## src/rtl/hazard_detect_unit_pkg.sv

```systemverilog
// Shared definitions for the ID-stage hazard controller: register-index
// width, the hard-wired zero register and the controller state encoding.
package hazard_detect_unit_pkg;

   localparam int REG_W = 5;
   localparam logic [REG_W-1:0] REG_X0 = '0;

   typedef enum logic {
      ST_RUN   = 1'b0,
      ST_STALL = 1'b1
   } state_t;

   // A source operand depends on a destination only if it is actually read.
   function automatic logic src_matches(input logic             uses,
                                        input logic [REG_W-1:0] rs,
                                        input logic [REG_W-1:0] rd);
      return uses && (rs == rd);
   endfunction

endpackage

```

## src/rtl/hazard_detect_unit.sv

```systemverilog
// Load-use hazard detection and branch squash control for the ID stage.
// Drives PC / IF/ID enables and the nop mux select; keeps a shadow copy of
// the load information of the instruction in EX and a saturating count of
// inserted load-use bubbles.
module hazard_detect_unit
   import hazard_detect_unit_pkg::*;
#(
   parameter int LOAD_USE_STALL = 1,
   parameter int CNT_W          = 32
) (
   input  logic             clk,
   input  logic             reset,
   input  logic [REG_W-1:0] ID_rs1,
   input  logic [REG_W-1:0] ID_rs2,
   input  logic             ID_uses_rs1,
   input  logic             ID_uses_rs2,
   input  logic [REG_W-1:0] ID_rd,
   input  logic             ID_MemRead,
   input  logic             branch_taken,
   output logic             PCWrite,
   output logic             IF_ID_Write,
   output logic             IF_ID_Flush,
   output logic             nopMux_Select,
   output logic [CNT_W-1:0] stall_count
);

   // Remaining-bubble counter preload after the first (hazard) bubble.
   localparam logic [2:0]       STALL_INIT = 3'(LOAD_USE_STALL - 1);
   localparam logic [CNT_W-1:0] CNT_MAX    = '1;

   state_t           state_q;
   logic [2:0]       cnt_q;
   logic             ex_memread_q;
   logic [REG_W-1:0] ex_rd_q;
   logic [CNT_W-1:0] stall_count_q;
   logic [CNT_W-1:0] stall_count_d;
   logic             hazard;

   // A bubble in EX has ex_memread_q=0, so it can never trigger a hazard.
   assign hazard = ex_memread_q && (ex_rd_q != REG_X0) &&
                   (src_matches(ID_uses_rs1, ID_rs1, ex_rd_q) ||
                    src_matches(ID_uses_rs2, ID_rs2, ex_rd_q));

   // Pipeline control outputs: reset, then branch squash, then stall.
   always_comb begin
      PCWrite       = 1'b1;
      IF_ID_Write   = 1'b1;
      IF_ID_Flush   = 1'b0;
      nopMux_Select = 1'b0;
      if (reset) begin
         PCWrite       = 1'b0;
         IF_ID_Write   = 1'b0;
         IF_ID_Flush   = 1'b1;
         nopMux_Select = 1'b1;
      end else if (branch_taken) begin
         IF_ID_Flush   = 1'b1;
         nopMux_Select = 1'b1;
      end else if (state_q == ST_STALL || hazard) begin
         PCWrite       = 1'b0;
         IF_ID_Write   = 1'b0;
         nopMux_Select = 1'b1;
      end
   end

   // Stall FSM: a hazard in RUN enters STALL only for multi-bubble builds.
   always_ff @(posedge clk) begin
      if (reset) begin
         state_q <= ST_RUN;
         cnt_q   <= 3'd0;
      end else if (branch_taken) begin
         state_q <= ST_RUN;
         cnt_q   <= 3'd0;
      end else if (state_q == ST_STALL) begin
         if (cnt_q <= 3'd1) begin
            state_q <= ST_RUN;
            cnt_q   <= 3'd0;
         end else begin
            cnt_q <= cnt_q - 3'd1;
         end
      end else if (hazard && (LOAD_USE_STALL > 1)) begin
         state_q <= ST_STALL;
         cnt_q   <= STALL_INIT;
      end
   end

   // Shadow of the ID/EX load fields; a bubble enters EX as a non-load.
   always_ff @(posedge clk) begin
      if (reset || nopMux_Select) begin
         ex_memread_q <= 1'b0;
         ex_rd_q      <= REG_X0;
      end else begin
         ex_memread_q <= ID_MemRead;
         ex_rd_q      <= ID_rd;
      end
   end

   // Saturating count of load-use bubbles; branch squash cycles excluded.
   always_comb begin
      stall_count_d = stall_count_q;
      if (nopMux_Select && !branch_taken && (stall_count_q != CNT_MAX))
         stall_count_d = stall_count_q + 1'b1;
   end

   // Stall counter register.
   always_ff @(posedge clk) begin
      if (reset) stall_count_q <= '0;
      else       stall_count_q <= stall_count_d;
   end

   assign stall_count = stall_count_q;

endmodule

```

## config.mk

```make
export PLATFORM = sky130hd
export DESIGN_NAME = hazard_detect_unit
export DESIGN_NICKNAME = d
export VERILOG_FILES = /design/src/rtl/hazard_detect_unit_pkg.sv /design/src/rtl/hazard_detect_unit.sv
export SDC_FILE = /design/constraint.sdc
export NUM_CORES = 1
export LEC_CHECK = 0
export CAP_MARGIN = 20
export CORE_UTILIZATION = 49
export CTS_CLUSTER_DIAMETER = 150
export DETAILED_ROUTE_END_ITERATION = 7
export PLACE_DENSITY = 0.92
export SLEW_MARGIN = 20
export SYNTH_ARGS = -nofsm -noshare
export SYNTH_HDL_FRONTEND = slang
export SYNTH_SLANG_ARGS = --single-unit
export TNS_END_PERCENT = 1
```

## constraint.sdc

```tcl
create_clock -name clk -period 2.72 [get_ports clk]
set_input_delay 0.408 -clock clk [delete_from_list [all_inputs] [get_ports clk]]
set_output_delay 0.408 -clock clk [all_outputs]
set_load 0.05 [all_outputs]
```

After elaboration in Yosys (flattened, before gate mapping)
Index checks and enable logic that the tools add are counted.
{ "op_classes": {"addsub": 2, "mul": 0, "div": 0, "n_lt_le_gt_ge": 1, "eq_ne": 3, "shifts": 0, "muxes": 10, "bitwise_logic": 1, "n_reduce_logical": 13} }
{ "op_table": {"columns": ["op", "n"], "rows": [
  ["$add A32 B1 Y32 const B", 1],
  ["$ne A32 B32 Y1 const B", 1],
  ["$eq A5 B5 Y1", 2],
  ["$mux W1", 9],
  ["$logic_and A1 B1 Y1", 6],
  ["$reduce_bool A5 Y1", 1],
  ["$le A3 B1 Y1 const B", 1],
  ["$logic_or A1 B1 Y1", 3],
  ["$mux W3", 1],
  ["$reduce_or A3 Y1", 1],
  ["$sub A3 B1 Y3 const B", 1],
  ["$reduce_or A2 Y1", 1],
  ["$logic_not A1 Y1", 1],
  ["$not A1 Y1", 1]
]} }
{ "word_totals": {"regBits": 42, "latchBits": 0, "mem_bits_rw": 0, "rom_bits": 0, "in_bits": 21, "output_inout_bits": 36, "wordCells": 35, "memories": 0} }

Logic depth before layout (Yosys ltp)
{ "depth": {"ltp_word": 10, "mapped_depth": 9, "ltp_nobuf": 7} }

Worst setup path after synthesis
OpenSTA, ideal clock, no wires.
{ "synth_timing": {"path_kind": "register -> output", "start": "reg ex_rd_q[1]", "end": "out PCWrite", "arrival_time_ns": 2.264, "required_time_ns": 2.312, "slack_ns": 0.048, "stages_incl_launch_ff": 7, "path_buffers": 1, "cell_sequence": "dfxtp_1 > or4_1 > o21a_1 > a21oi_1 > nor2_1 > nor2_1 > buf_4"} }
{ "synth_between": {"elab_chain_cells": 8, "elab_cells_between_ends": 12, "cone_classes": "eq/ne (2); mux (3); reduce/logical (7)"} }
{ "synth_rtl": {"columns": ["item", "line_no", "text"], "rows": [
  ["from (decl)", "hazard_detect_unit.sv:34", "logic [REG_W-1:0] ex_rd_q;"],
  ["from (signal assigned)", "hazard_detect_unit.sv:93", "ex_rd_q <= ID_rd;"],
  ["$eq A5 B5 Y1", "hazard_detect_unit_pkg.sv:17", "return uses && (rs == rd);"],
  ["$logic_and A1 B1 Y1", "hazard_detect_unit_pkg.sv:17", null],
  ["$logic_or A1 B1 Y1", "hazard_detect_unit.sv:41", "(src_matches(ID_uses_rs1, ID_rs1, ex_rd_q) ||"],
  ["$logic_and A1 B1 Y1 (*)", "hazard_detect_unit.sv:40", "assign hazard = ex_memread_q && (ex_rd_q != REG_X0) &&"],
  ["$logic_or A1 B1 Y1 (*)", "hazard_detect_unit.sv:58", "end else if (state_q == ST_STALL || hazard) begin"],
  ["$mux W1 (*) (3 in a row)", null, null],
  ["to (decl)", "hazard_detect_unit.sv:20", "output logic PCWrite,"]
]} }
Every way passes the cells marked *; elsewhere a longest branch is shown, timed or not.

Final worst setup path
{ "layout_timing": {"start": "reg ex_rd_q[1]", "end": "out IF_ID_Write"} }
{ "layout_between": {"elab_chain_cells": 8, "elab_cells_between_ends": 12, "cone_classes": "eq/ne (2); mux (3); reduce/logical (7)"} }
{ "layout_rtl": {"columns": ["item", "line_no", "text"], "rows": [
  ["$eq A5 B5 Y1", "hazard_detect_unit_pkg.sv:17", null],
  ["$logic_and A1 B1 Y1", "hazard_detect_unit_pkg.sv:17", null],
  ["$logic_or A1 B1 Y1", "hazard_detect_unit.sv:41", null],
  ["$logic_and A1 B1 Y1 (*)", "hazard_detect_unit.sv:40", null],
  ["$logic_or A1 B1 Y1 (*)", "hazard_detect_unit.sv:58", null],
  ["$mux W1 (*)", "hazard_detect_unit.sv:58", null],
  ["$mux W1 (*)", "hazard_detect_unit.sv:55", "end else if (branch_taken) begin"],
  ["$mux W1 (*)", "hazard_detect_unit.sv:50", "if (reset) begin"],
  ["to (decl)", "hazard_detect_unit.sv:21", "output logic IF_ID_Write,"]
]} }
Marked as above.

==> impl_table.tex <==
\begin{tabular}{lr}
\hline
Metric & Value \\
\hline
\multicolumn{2}{l}{\textbf{Hold path}} \\
Number of cells on the worst hold path & 2 \\
Worst hold path class & reg -> reg \\
\multicolumn{2}{l}{\textbf{Setup path}} \\
Sort of element at the end of the critical path & primary output \\
Terminus of the critical flop-to-flop path & stall\_count[29] \\
Worst setup startpoint & ex\_rd\_q[1] \\
Sort of element at the start of the critical path & flop \\
R2r worst-path depth & 5 \\
Worst Path Required & 2.31 ns \\
Arr. time, crit path & 2.21 ns \\
R2R Setup Slk & 0.35 ns \\
Reg2reg start & stall\_count[2] \\
Worst setup path end & IF\_ID\_Write \\
CP Max Fanout & 3 \\
Type of the worst setup path & reg -> out \\
\multicolumn{2}{l}{\textbf{Detailed routing}} \\
Wirelength per Cell & 14.33 um \\
Total length of routed wires & 5416 um \\
Routed vias/inst & 5.942 \\
Iteration-0 DRC Markers & 190 \\
Via Count & 2246 \\
Number of nets with antenna violations after routing & 0 \\
Residual DRC & 0 \\
Detailed Routing Iterations Pass 1 & 4 \\
\multicolumn{2}{l}{\textbf{Cells and area}} \\
Syn-to-layout area delta & 31.87\% \\
Layout cell share with drive strength beyond 1 & 0.1043 \\
Final antenna diode count & 0 \\
Net count reported at finish & 350 \\
Core utilization of the finished layout & 0.6778 \\
\multicolumn{2}{l}{\textbf{Run}} \\
Max-cap check violation count & 0 \\
\multicolumn{2}{l}{\textbf{Clock network}} \\
Clock transition at the registers of the reported paths & 0.08 ns \\
Worst-skew pair later-pin latency & 0.30 ns \\
H-tree level count & 2 \\
Clk buf depth & 2 \\
Root buffer selected by CTS & clkbuf\_8 \\
Number of buffers inserted during clock tree synthesis & 5 \\
CTS tree & yes \\
Clk sink count & 42 \\
Post-cts hold buffer count & 0 \\
\multicolumn{2}{l}{\textbf{Floorplan}} \\
Row count & 24 \\
Number of primary I/O pins & 57 \\
Core area & 0.004384 mm2 \\
Die Span Y & 69.82 um \\
Starting Density & 0.5140 \\
Horiz. Die Dim & 69.82 um \\
Overall die area & 0.004874 mm2 \\
\multicolumn{2}{l}{\textbf{Place}} \\
Place WS & 0.08061 ns \\
DP HPWL & 3893 um \\
Port bufs & 56 \\
Weighted congestion reported at the end of routability-driven placement & 0.8240 \\
\multicolumn{2}{l}{\textbf{Global route}} \\
Via count of the first global-routing pass & 1990 \\
Number of antenna violations at the first check in global routing & 0 \\
Maximum number of pins on one net before global-route repair & 37 \\
Wire length of the first global-routing pass & 8949 um \\
GRT Residual Overflow & 0 \\
Total Routing Usage GR & 0.2271 \\
\multicolumn{2}{l}{\textbf{Synth}} \\
Most instantiated flip-flop cell in the synthesis netlist & dfxtp\_1 \\
Cell type with the largest total area after synthesis & dfxtp\_1 \\
Synth warnings & 0 \\
Synth cell types & 38 \\
Synthesized area & 0.002253 mm2 \\
Count of mapped cells out of synthesis & 274 \\
Number of nets produced by synthesis & 298 \\
Fraction of synthesized cell area taken by the top area cell type & 0.3731 \\
Sequential fraction of the synthesis area & 0.3731 \\
Synthesis-stage register bit count & 42 \\
Dominant cell by count in the synthesized netlist & dfxtp\_1 \\
Number of enable-type register cells in the synthesized netlist & 0 \\
Synth top area cells & dfxtp\_1 (37\%), a21oi\_1 (5.3\%), mux2\_2 (5.0\%), xnor2\_1 (4.3\%), nor2\_1 (4.0\%) \\
Post-synth top cells & dfxtp\_1 (42), a21oi\_1 (24), nor2\_1 (24) \\
Average size of a mapped cell & 8.224 um2 \\
Proportion of synthesized flip-flops having asynchronous set or reset & 0 \\
\multicolumn{2}{l}{\textbf{Status}} \\
Run status & finished clean \\
\multicolumn{2}{l}{\textbf{STA}} \\
Number of max-slew violations in the final report & 0 \\
Post-layout min period & 2.615 ns \\
Max-Slew Margin vs Limit & 0.5824 \\
Total of endpoints with negative setup slack in the final report & 0 \\
Setup skew after layout & 0.004807 ns \\
Setup Total Neg Slack & 0 ns \\
Transition time at the pin with the least slew margin & 0.6217 ns \\
Period utilisation layout & 0.9614 \\
Final WS setup & 0.1049 ns \\
Upper clock frequency limit & 0.3824 GHz \\
Final-report hold violation count & 0 \\
Unrepaired setup endpoints after global routing & no \\
\multicolumn{2}{l}{\textbf{Power}} \\
Final Total Pwr & 1.136 mW \\
Peak supply drop & 394.7 uV \\
Power density relative to cell area & 382.2 mW/mm2 \\
Reported leakage power & 0.9721 nW \\
\hline
\end{tabular}
==> cell usage in the layout, fill, tap and decap left out, drive strengths merged <==
master / count
nor3: 4
clkbuf: 7
and4: 3
clkdlybuf4s50: 52
dfxtp: 42
o22a: 1
nand4: 12
or2: 5
nand3b: 1
and2: 8
mux2: 10
nor2b: 9
xnor2: 11
a32oi: 1
o31ai: 10
or3b: 1
o2111a: 2
nor4: 10
buf: 10
ha: 3
and3: 2
o211ai: 1
inv: 7
o21a: 1
nand3: 6
nor2: 24
xor2: 1
nand2b: 1
or3: 12
nand2: 17
o22ai: 1
nand4b: 2
a21oi: 24
o21ai: 14
or4: 11
==> flip-flops by register name, indices dropped and copies added, names as in the netlist <==
register / flops
ex_rd_q: 5
ex_memread_q: 1
cnt_q: 3
stall_count: 32
state_q: 1
==> critical path: stages (launching register included) <==
cell     delay, ns
dfxtp_1       0.34
or4_1         0.56
o21a_1        0.22
a21oi_1       0.27
nor2_1        0.10
nor2_2        0.24
buf_12        0.18
==> final cells by class <==
cell class | count | area (um2)
fill | 351 | 1413
timing repair buffer | 62 | 645.6
sequential | 42 | 840.8
multi-input combinational | 208 | 1318
inverter | 7 | 26.28
clock buffer | 7 | 76.32
tap | 52 | 65.06
==> through the flow <==
step	cell area (um2)	std cells	hold WS (ns)
after floorplan	2253	274	0.4740
after global placement	2885	371	0.4868
after detailed placement	2885	371	0.5095
after CTS	2962	378	0.5171
after global routing	2972	378	0.5498
final	2972	378	0.5132
==> metal layers <==
metal	up-vias	track usage	share of wire
li1	1103	-	-
met1	1063	0.2803	0.44
met2	65	0.3750	0.48
met3	15	0.05378	0.050
met4	0	0.1000	0.023
met5	-	0	0
==> how the worst min path moves through the flow <==
stage	from	endpoint
floorplan	cnt_q[2]	cnt_q[2]
global placement	stall_count[23]	stall_count[23]
detailed placement	cnt_q[2]	cnt_q[2]
CTS	stall_count[10]	stall_count[10]
global route	stall_count[23]	stall_count[23]
finish	stall_count[10]	stall_count[10]
==> where the power goes <==
group / switching, mW / leakage (nW) / internal, mW
registers: 0.00555 / 0.339 / 0.619
logic: 0.0631 / 0.595 / 0.0624
clock network: 0.209 / 0.0383 / 0.177
==> cell families (layout without fill, tap and decap cells) <==
family	after synthesis	count (layout)	synth area share
AND/OR/NAND/NOR	128	128	0.3204
AO/OA/AOI/OAI	55	55	0.1449
flip-flops	42	42	0.3731
buffers and inverters	24	76	0.04831
XOR/XNOR	12	12	0.04664
multiplexers	10	10	0.04997
adder cells (fa/ha/maj)	3	3	0.01666
==> what timing repair did <==
| action | in CTS | in global routing |
|---|---|---|
| endpoints found under the setup margin | 0 | 3 |
| gates resized for setup | 0 | 3 |
| setup buffers | 0 | 0 |
| endpoints found under the hold margin | 0 | 0 |
(Power assumes the default switching activity.)
